==> src/rtl/des_round_if.sv <==
// Handshake and datapath bundle between the DES round sequencer and its
// environment (block source, external f-function, result consumer).
interface des_round_if;
   logic        start_i;
   logic        ready_o;
   logic [1:64] block_i;
   logic        decrypt_i;
   logic [1:32] r_o;
   logic [4:0]  round_o;
   logic [1:32] f_i;
   logic        valid_o;
   logic        ack_i;
   logic [1:64] block_o;

   // Load side: start_i is taken only on a cycle with ready_o=1.
   // Result side: block_o is held with valid_o=1 until a cycle with ack_i=1.
   modport slave (
      input  start_i, block_i, decrypt_i, f_i, ack_i,
      output ready_o, r_o, round_o, valid_o, block_o
   );

   modport master (
      output start_i, block_i, decrypt_i, f_i, ack_i,
      input  ready_o, r_o, round_o, valid_o, block_o
   );
endinterface

==> src/rtl/des_round_core.sv <==
// Iterative DES Feistel round sequencer: one round per clock, with the
// f-function computed outside from r_o/round_o and returned on f_i.
module des_round_core #(
   parameter int ROUNDS = 16
) (
   input  logic        clk_i,
   input  logic        rst_ni,
   des_round_if.slave  bus,
   output logic [1:0]  state_o
);

   typedef enum logic [1:0] {
      IDLE = 2'd0,
      RUN  = 2'd1,
      DONE = 2'd2
   } state_e;

   localparam logic [4:0] LAST_RND = 5'(ROUNDS);
   localparam logic [5:0] RND_P1   = 6'(ROUNDS + 1);

   state_e      state_q, state_d;
   logic [1:32] l_q, l_d;
   logic [1:32] r_q, r_d;
   logic [4:0]  cnt_q, cnt_d;
   logic        mode_q, mode_d;
   logic [5:0]  dec_idx;

   always_ff @(posedge clk_i) begin
      if (!rst_ni) begin
         state_q <= IDLE;
         l_q     <= '0;
         r_q     <= '0;
         cnt_q   <= '0;
         mode_q  <= 1'b0;
      end else begin
         state_q <= state_d;
         l_q     <= l_d;
         r_q     <= r_d;
         cnt_q   <= cnt_d;
         mode_q  <= mode_d;
      end
   end

   always_comb begin
      state_d = state_q;
      l_d     = l_q;
      r_d     = r_q;
      cnt_d   = cnt_q;
      mode_d  = mode_q;
      case (state_q)
         IDLE: begin
            if (bus.start_i) begin
               l_d     = bus.block_i[1:32];
               r_d     = bus.block_i[33:64];
               cnt_d   = 5'd1;
               mode_d  = bus.decrypt_i;
               state_d = RUN;
            end
         end
         RUN: begin
            // f_i only reaches the registers here, so its value elsewhere is don't-care.
            l_d   = r_q;
            r_d   = l_q ^ bus.f_i;
            cnt_d = cnt_q + 5'd1;
            if (cnt_q == LAST_RND) begin
               state_d = DONE;
            end
         end
         DONE: begin
            // A start arriving with the ack is dropped; it must be re-presented in IDLE.
            if (bus.ack_i) begin
               state_d = IDLE;
            end
         end
         default: begin
            state_d = IDLE;
         end
      endcase
   end

   // Decrypt walks the key schedule backwards: ROUNDS, ROUNDS-1, ..., 1.
   assign dec_idx = RND_P1 - {1'b0, cnt_q};

   always_comb begin
      bus.round_o = 5'd0;
      if (state_q == RUN) begin
         bus.round_o = mode_q ? dec_idx[4:0] : cnt_q;
      end
   end

   assign bus.ready_o = (state_q == IDLE);
   assign bus.valid_o = (state_q == DONE);
   assign bus.r_o     = r_q;
   assign bus.block_o = (state_q == DONE) ? {r_q, l_q} : 64'd0;
   assign state_o     = state_q;

endmodule

==> src/flat_wrapper.sv <==
// flat-port wrapper written by rule: the top's interface ports become plain ports
module des_round_core_flat 
#(
   parameter int ROUNDS = 16
)
  (clk_i, rst_ni, state_o, bus_start_i, bus_block_i, bus_decrypt_i, bus_f_i, bus_ack_i, bus_ready_o, bus_r_o, bus_round_o, bus_valid_o, bus_block_o);
  des_round_if bus_i ();
  input  logic clk_i;
  input  logic rst_ni;
  output logic [1:0] state_o;
  input wire logic [$bits(bus_i.start_i)-1:0] bus_start_i;
  input wire logic [$bits(bus_i.block_i)-1:0] bus_block_i;
  input wire logic [$bits(bus_i.decrypt_i)-1:0] bus_decrypt_i;
  input wire logic [$bits(bus_i.f_i)-1:0] bus_f_i;
  input wire logic [$bits(bus_i.ack_i)-1:0] bus_ack_i;
  output wire logic [$bits(bus_i.ready_o)-1:0] bus_ready_o;
  output wire logic [$bits(bus_i.r_o)-1:0] bus_r_o;
  output wire logic [$bits(bus_i.round_o)-1:0] bus_round_o;
  output wire logic [$bits(bus_i.valid_o)-1:0] bus_valid_o;
  output wire logic [$bits(bus_i.block_o)-1:0] bus_block_o;
  assign bus_i.start_i = bus_start_i;
  assign bus_i.block_i = bus_block_i;
  assign bus_i.decrypt_i = bus_decrypt_i;
  assign bus_i.f_i = bus_f_i;
  assign bus_i.ack_i = bus_ack_i;
  assign bus_ready_o = bus_i.ready_o;
  assign bus_r_o = bus_i.r_o;
  assign bus_round_o = bus_i.round_o;
  assign bus_valid_o = bus_i.valid_o;
  assign bus_block_o = bus_i.block_o;
  des_round_core #(.ROUNDS(ROUNDS)) u_core (.clk_i(clk_i), .rst_ni(rst_ni), .bus(bus_i), .state_o(state_o));
endmodule
==> config.mk <==
export PLATFORM = sky130hd
export DESIGN_NAME = des_round_core_flat
export DESIGN_NICKNAME = d
export VERILOG_FILES = /design/src/rtl/des_round_if.sv /design/src/rtl/des_round_core.sv /design/src/flat_wrapper.sv
export SDC_FILE = /design/constraint.sdc
export NUM_CORES = 1
export LEC_CHECK = 0
export CORE_MARGIN = 2
export CORE_UTILIZATION = 40
export CTS_BUF_LIST = sky130_fd_sc_hd__clkbuf_8
export CTS_CLUSTER_SIZE = 40
export DETAILED_ROUTE_END_ITERATION = 12
export GPL_ROUTABILITY_DRIVEN = 0
export PLACE_DENSITY = 0.83
export SLEW_MARGIN = 20
export SYNTH_ARGS = -nofsm -noshare
export SYNTH_HDL_FRONTEND = slang
export SYNTH_SLANG_ARGS = --single-unit
==> constraint.sdc <==
create_clock -name clk_i -period 1.9 [get_ports clk_i]
set_input_delay 0.38 -clock clk_i [delete_from_list [all_inputs] [get_ports clk_i]]
set_output_delay 0.38 -clock clk_i [all_outputs]
set_load 0.02 [all_outputs]
## Yosys cells after proc, flatten, opt, wreduce, memory -nomap -nowiden

Index checks and enable logic that the tools add are counted.

- Input bits: 101
- Output and inout bits: 105
- Register bits: 72
- Logic and storage cells: 32

- Muxes and demuxes: 13
- Equality and inequality tests: 6
- Reductions and logical operators: 5
- Bitwise operators: 1
- Add/subtract/negate cells: 2

Operators by type and width:

| cell | number |
|---|---|
| $pmux 32 s2 | 2 |
| $mux 32 | 2 |
| $mux 64 | 1 |
| $xor 32x32->32 | 1 |
| $mux 5 | 3 |
| $pmux 5 s2 | 1 |
| $mux 2 | 3 |
| $pmux 2 s3 | 1 |
| $add 5x1->5 const B | 1 |
| $eq 5x5->1 const B | 1 |
| $sub 5x5->5 const A | 1 |
| $ne 2x2->1 const B | 2 |
| $reduce_and 2->1 | 2 |
| $reduce_and 3->1 | 1 |
| $eq 2x1->1 const B | 1 |
| $eq 2x2->1 const B | 1 |
| $logic_not 2->1 | 1 |
| $ne 2x1->1 const B | 1 |
| $reduce_bool 2->1 | 1 |

## Depth between registers and ports, before layout

- Depth in word-level cells: 3
- Mapped depth: 6
- Gate-level depth less buffers: 5

## Worst setup path after synthesis

OpenSTA, ideal clock, no wires.

- Path kind: reg-to-output
- From: reg u_core.state_q[1] (netlist: u_core.state_o[1])
- To: out bus_block_o[50]
- Arrival: 1.388 ns
- Stages on the path, launching flop included: 4
- Path buffers: 1
- Data required time: 1.520 ns
- Path slack: 0.132 ns
- Cell sequence: dfxtp_1 nor2b_1 clkbuf_1 and2_1

- Cells in the longest elaborated chain, start to end: 2

Ends and longest elaborated chain:

| element | line | RTL |
|---|---|---|
| start, declared | des_round_core.sv:21 | `state_e state_q, state_d;` |
| start signal, assigned | des_round_core.sv:36 | `state_q <= state_d;` |
| $eq 2x2->1 | - |  |
| via bus_valid_o | flat_wrapper.sv:19 | `output wire logic [$bits(bus_i.valid_o)-1:0] bus_valid_o;` |
| $mux 64 | des_round_core.sv:94 | `assign bus.block_o = (state_q == DONE) ? {r_q, l_q} : 64'd0;` |
| end, declared | flat_wrapper.sv:20 | `output wire logic [$bits(bus_i.block_o)-1:0] bus_block_o;` |

The timed path passes the listed nets, and every way through them passes these cells.

## Worst setup path in the final report

- From: reg u_core.state_q[1] (netlist: u_core.state_o[1])
- To: out state_o[1]

RTL lines:

| element | line | RTL |
|---|---|---|
| end, declared | flat_wrapper.sv:10 | `output logic [1:0] state_o;` |

No word-level cell between the ends.

==> results.cfg <==
[timing]
fin_crit_ns = 1.84
hold_viol = 0
fin_skew_ns = 0.0112
finalCritPeriodShare_pct = 96.6
setup_ws_ns = 0.0644
max_freq_ghz = 0.545
rsz0062_at_grt = true
slew_headroom_pct = 67.3
slew_violations = 0
worst_hold_slack_ns = 0.519
finalSetupViolations = 0
worst_pin_slew_ns = 0.488
setup_tns_ns = 0

[synth]
synthCells = 450
syn-num-nets = 555
ys_seq_area_share_pct = 38.4
yosys_warnings = 0
synth_top_cell_area_share_pct = 38.4
mappedNetlistArea_um2 = 3750
yosys_register_bits = 72
yosys.cell_types.count = 35
synth_top_area_cell = dfxtp_1
synth_area_per_cell_um2 = 8.34
synthTopCellsByArea = dfxtp_1 (38%), and2_1 (11%), a21oi_1 (8.5%), a221o_1 (8.5%), xnor2_1 (8.2%)

[place]
placed_area_um2 = 6010
port_buffers = 205
place_ws_ns = -0.108
placed_cells = 755
dpl.hpwl_um = 9460

[worst_setup_path]
start_kind = flop
crit_type = reg -> out
crit_path_end_kind = output port
cp.arrival_ns = 1.46
rr_worst_depth = 5
crit_fanout = 8
critPathRequiredTime_ns = 1.52

[drt]
via_per_inst = 5.29
ant_nets = 0
drc = 0
drt-wirelength-per-cell_um = 17.2
vias = 4073
drt_iter0_drc = 205
wirelength_um = 13200
drtPass1Iterations = 4

[grt]
grt_pass1_vias = 3991
grt_max_degree = 37
grt.overflow.total = 0
track_usage_pct = 25.5
antenna_found_initial = 0
grt_pass1_wl_um = 20600

[die]
core.rowCount = 35
io_pins = 206
fp.coreArea_um2 = 9150
die_h_um = 101
fp.dieW_um = 101
start_util_pct = 41.0
die-area_um2 = 10200

[worst_hold_path]
hold_class = reg -> reg
hold_depth = 2

[pwr]
powerDensity_nw_per_um2 = 762
vdd.ir_drop.worst_mv = 0.354
p_total_mw = 4.54
power_leakage_nw = 2.51

[status]
status = complete, no violations

[final_layout]
final_util_pct = 65.0
fin_cells = 770
final_common_cell = clkdlybuf4s50_1
diodes = 0
drive_gt1_share_pct = 18.4
final_cell_mix = clkdlybuf4s50_1 (133), dfxtp_1 (70), and2_1 (66)
area_delta_synth_final_pct = 58.6
fin_nets = 761
stdcell_area_um2 = 5950

[clock_tree]
clk_path_buf_depth = 2
clkTransAtPathRegs_ns = 0.07
cts_buffers = 9
insertion_delay_ns = 0.33
cts.sinks = 72
clockRootBuffer = clkbuf_8
cts_tree = built
h-tree-depth = 3
cts_hold_buf = 0

[run]
cap_violations = 0
==> registers in the layout, indices dropped and copies added (netlist names) <==
name            flops
u_core.state_o      2
u_core.mode_q       1
u_core.l_q         32
u_core.cnt_q        5
u_core.bus.r_o     32
==> worst paths after layout <==
path,start,end,slack (ns)
setup / recovery,u_core.state_o[1],state_o[1],0.06
setup reg to reg,u_core.state_o[0],u_core.l_q[32],0.29
hold reg to reg,u_core.bus.r_o[4],u_core.l_q[4],0.52
hold / removal,u_core.bus.r_o[4],u_core.l_q[4],0.52
==> synth_stat cells (all sizes together) <==
cell / instances
nor2: 39
ha: 4
nand2b: 2
nor4b: 1
a221o: 32
nand3b: 2
and3b: 1
a22oi: 1
nor3b: 1
o21a: 1
nand3: 1
buf: 24
and2: 66
a31oi: 2
a211o: 1
inv: 3
a21boi: 1
o21bai: 1
dfxtp: 72
nor2b: 5
a21oi: 64
clkbuf: 14
o21ai: 33
xnor2: 35
o211ai: 1
nor3: 1
o21ba: 1
o32ai: 1
nand2: 37
mux2i: 2
and4: 1
==> timing repair <==
action | 4_1_cts | 5_1_grt
endpoints found under the setup margin | 72 | 69
endpoints found under the hold margin | 0 | 0
resized for setup | 187 | 66
setup buffers | 0 | 1
==> cell type report <==
cell class,count,area [µm²]
clock buffer,11,151
clock inverter,3,42.5
fill,784,3200
inverter,3,11.3
multi-input combinational,337,2110
sequential,72,1450
tap,111,139
timing repair buffer,233,2050
==> power breakdown <==
| part | switching (mW) | internal [mW] |
|---|---|---|
| combinational | 0.693 | 0.739 |
| clock | 0.551 | 0.662 |
| sequential | 0.192 | 1.70 |
==> cell families (layout without fill, tap and decap cells) <==
logic type,count (synthesis),count (layout),share of synthesized area [%]
DFF,72,72,38.4
xor gates and xnor gates,35,35,8.17
muxes,2,2,0.534
and+or+nand+nor,157,157,21.5
AOI/OAI and AO/OA,139,139,23.8
adders and majority gates,4,4,1.33
buffers and inverters,41,250,6.20
==> per-layer routing <==
metal | share of wire [%] | GRT usage [%] | vias to the layer above
met3 | 6.4 | 4.30 | 20
met4 | 1.7 | 8.22 | 0
li1 | - | - | 1949
met2 | 52 | 46.7 | 173
met5 | 0 | 0 | -
met1 | 40 | 30.2 | 1931
==> critical path: stages (launching register included) <==
cell	delay (ns)
dfxtp_1	0.34
buf_4	0.17
clkdlybuf4s50_1	0.62
(Power assumes the default switching activity.)
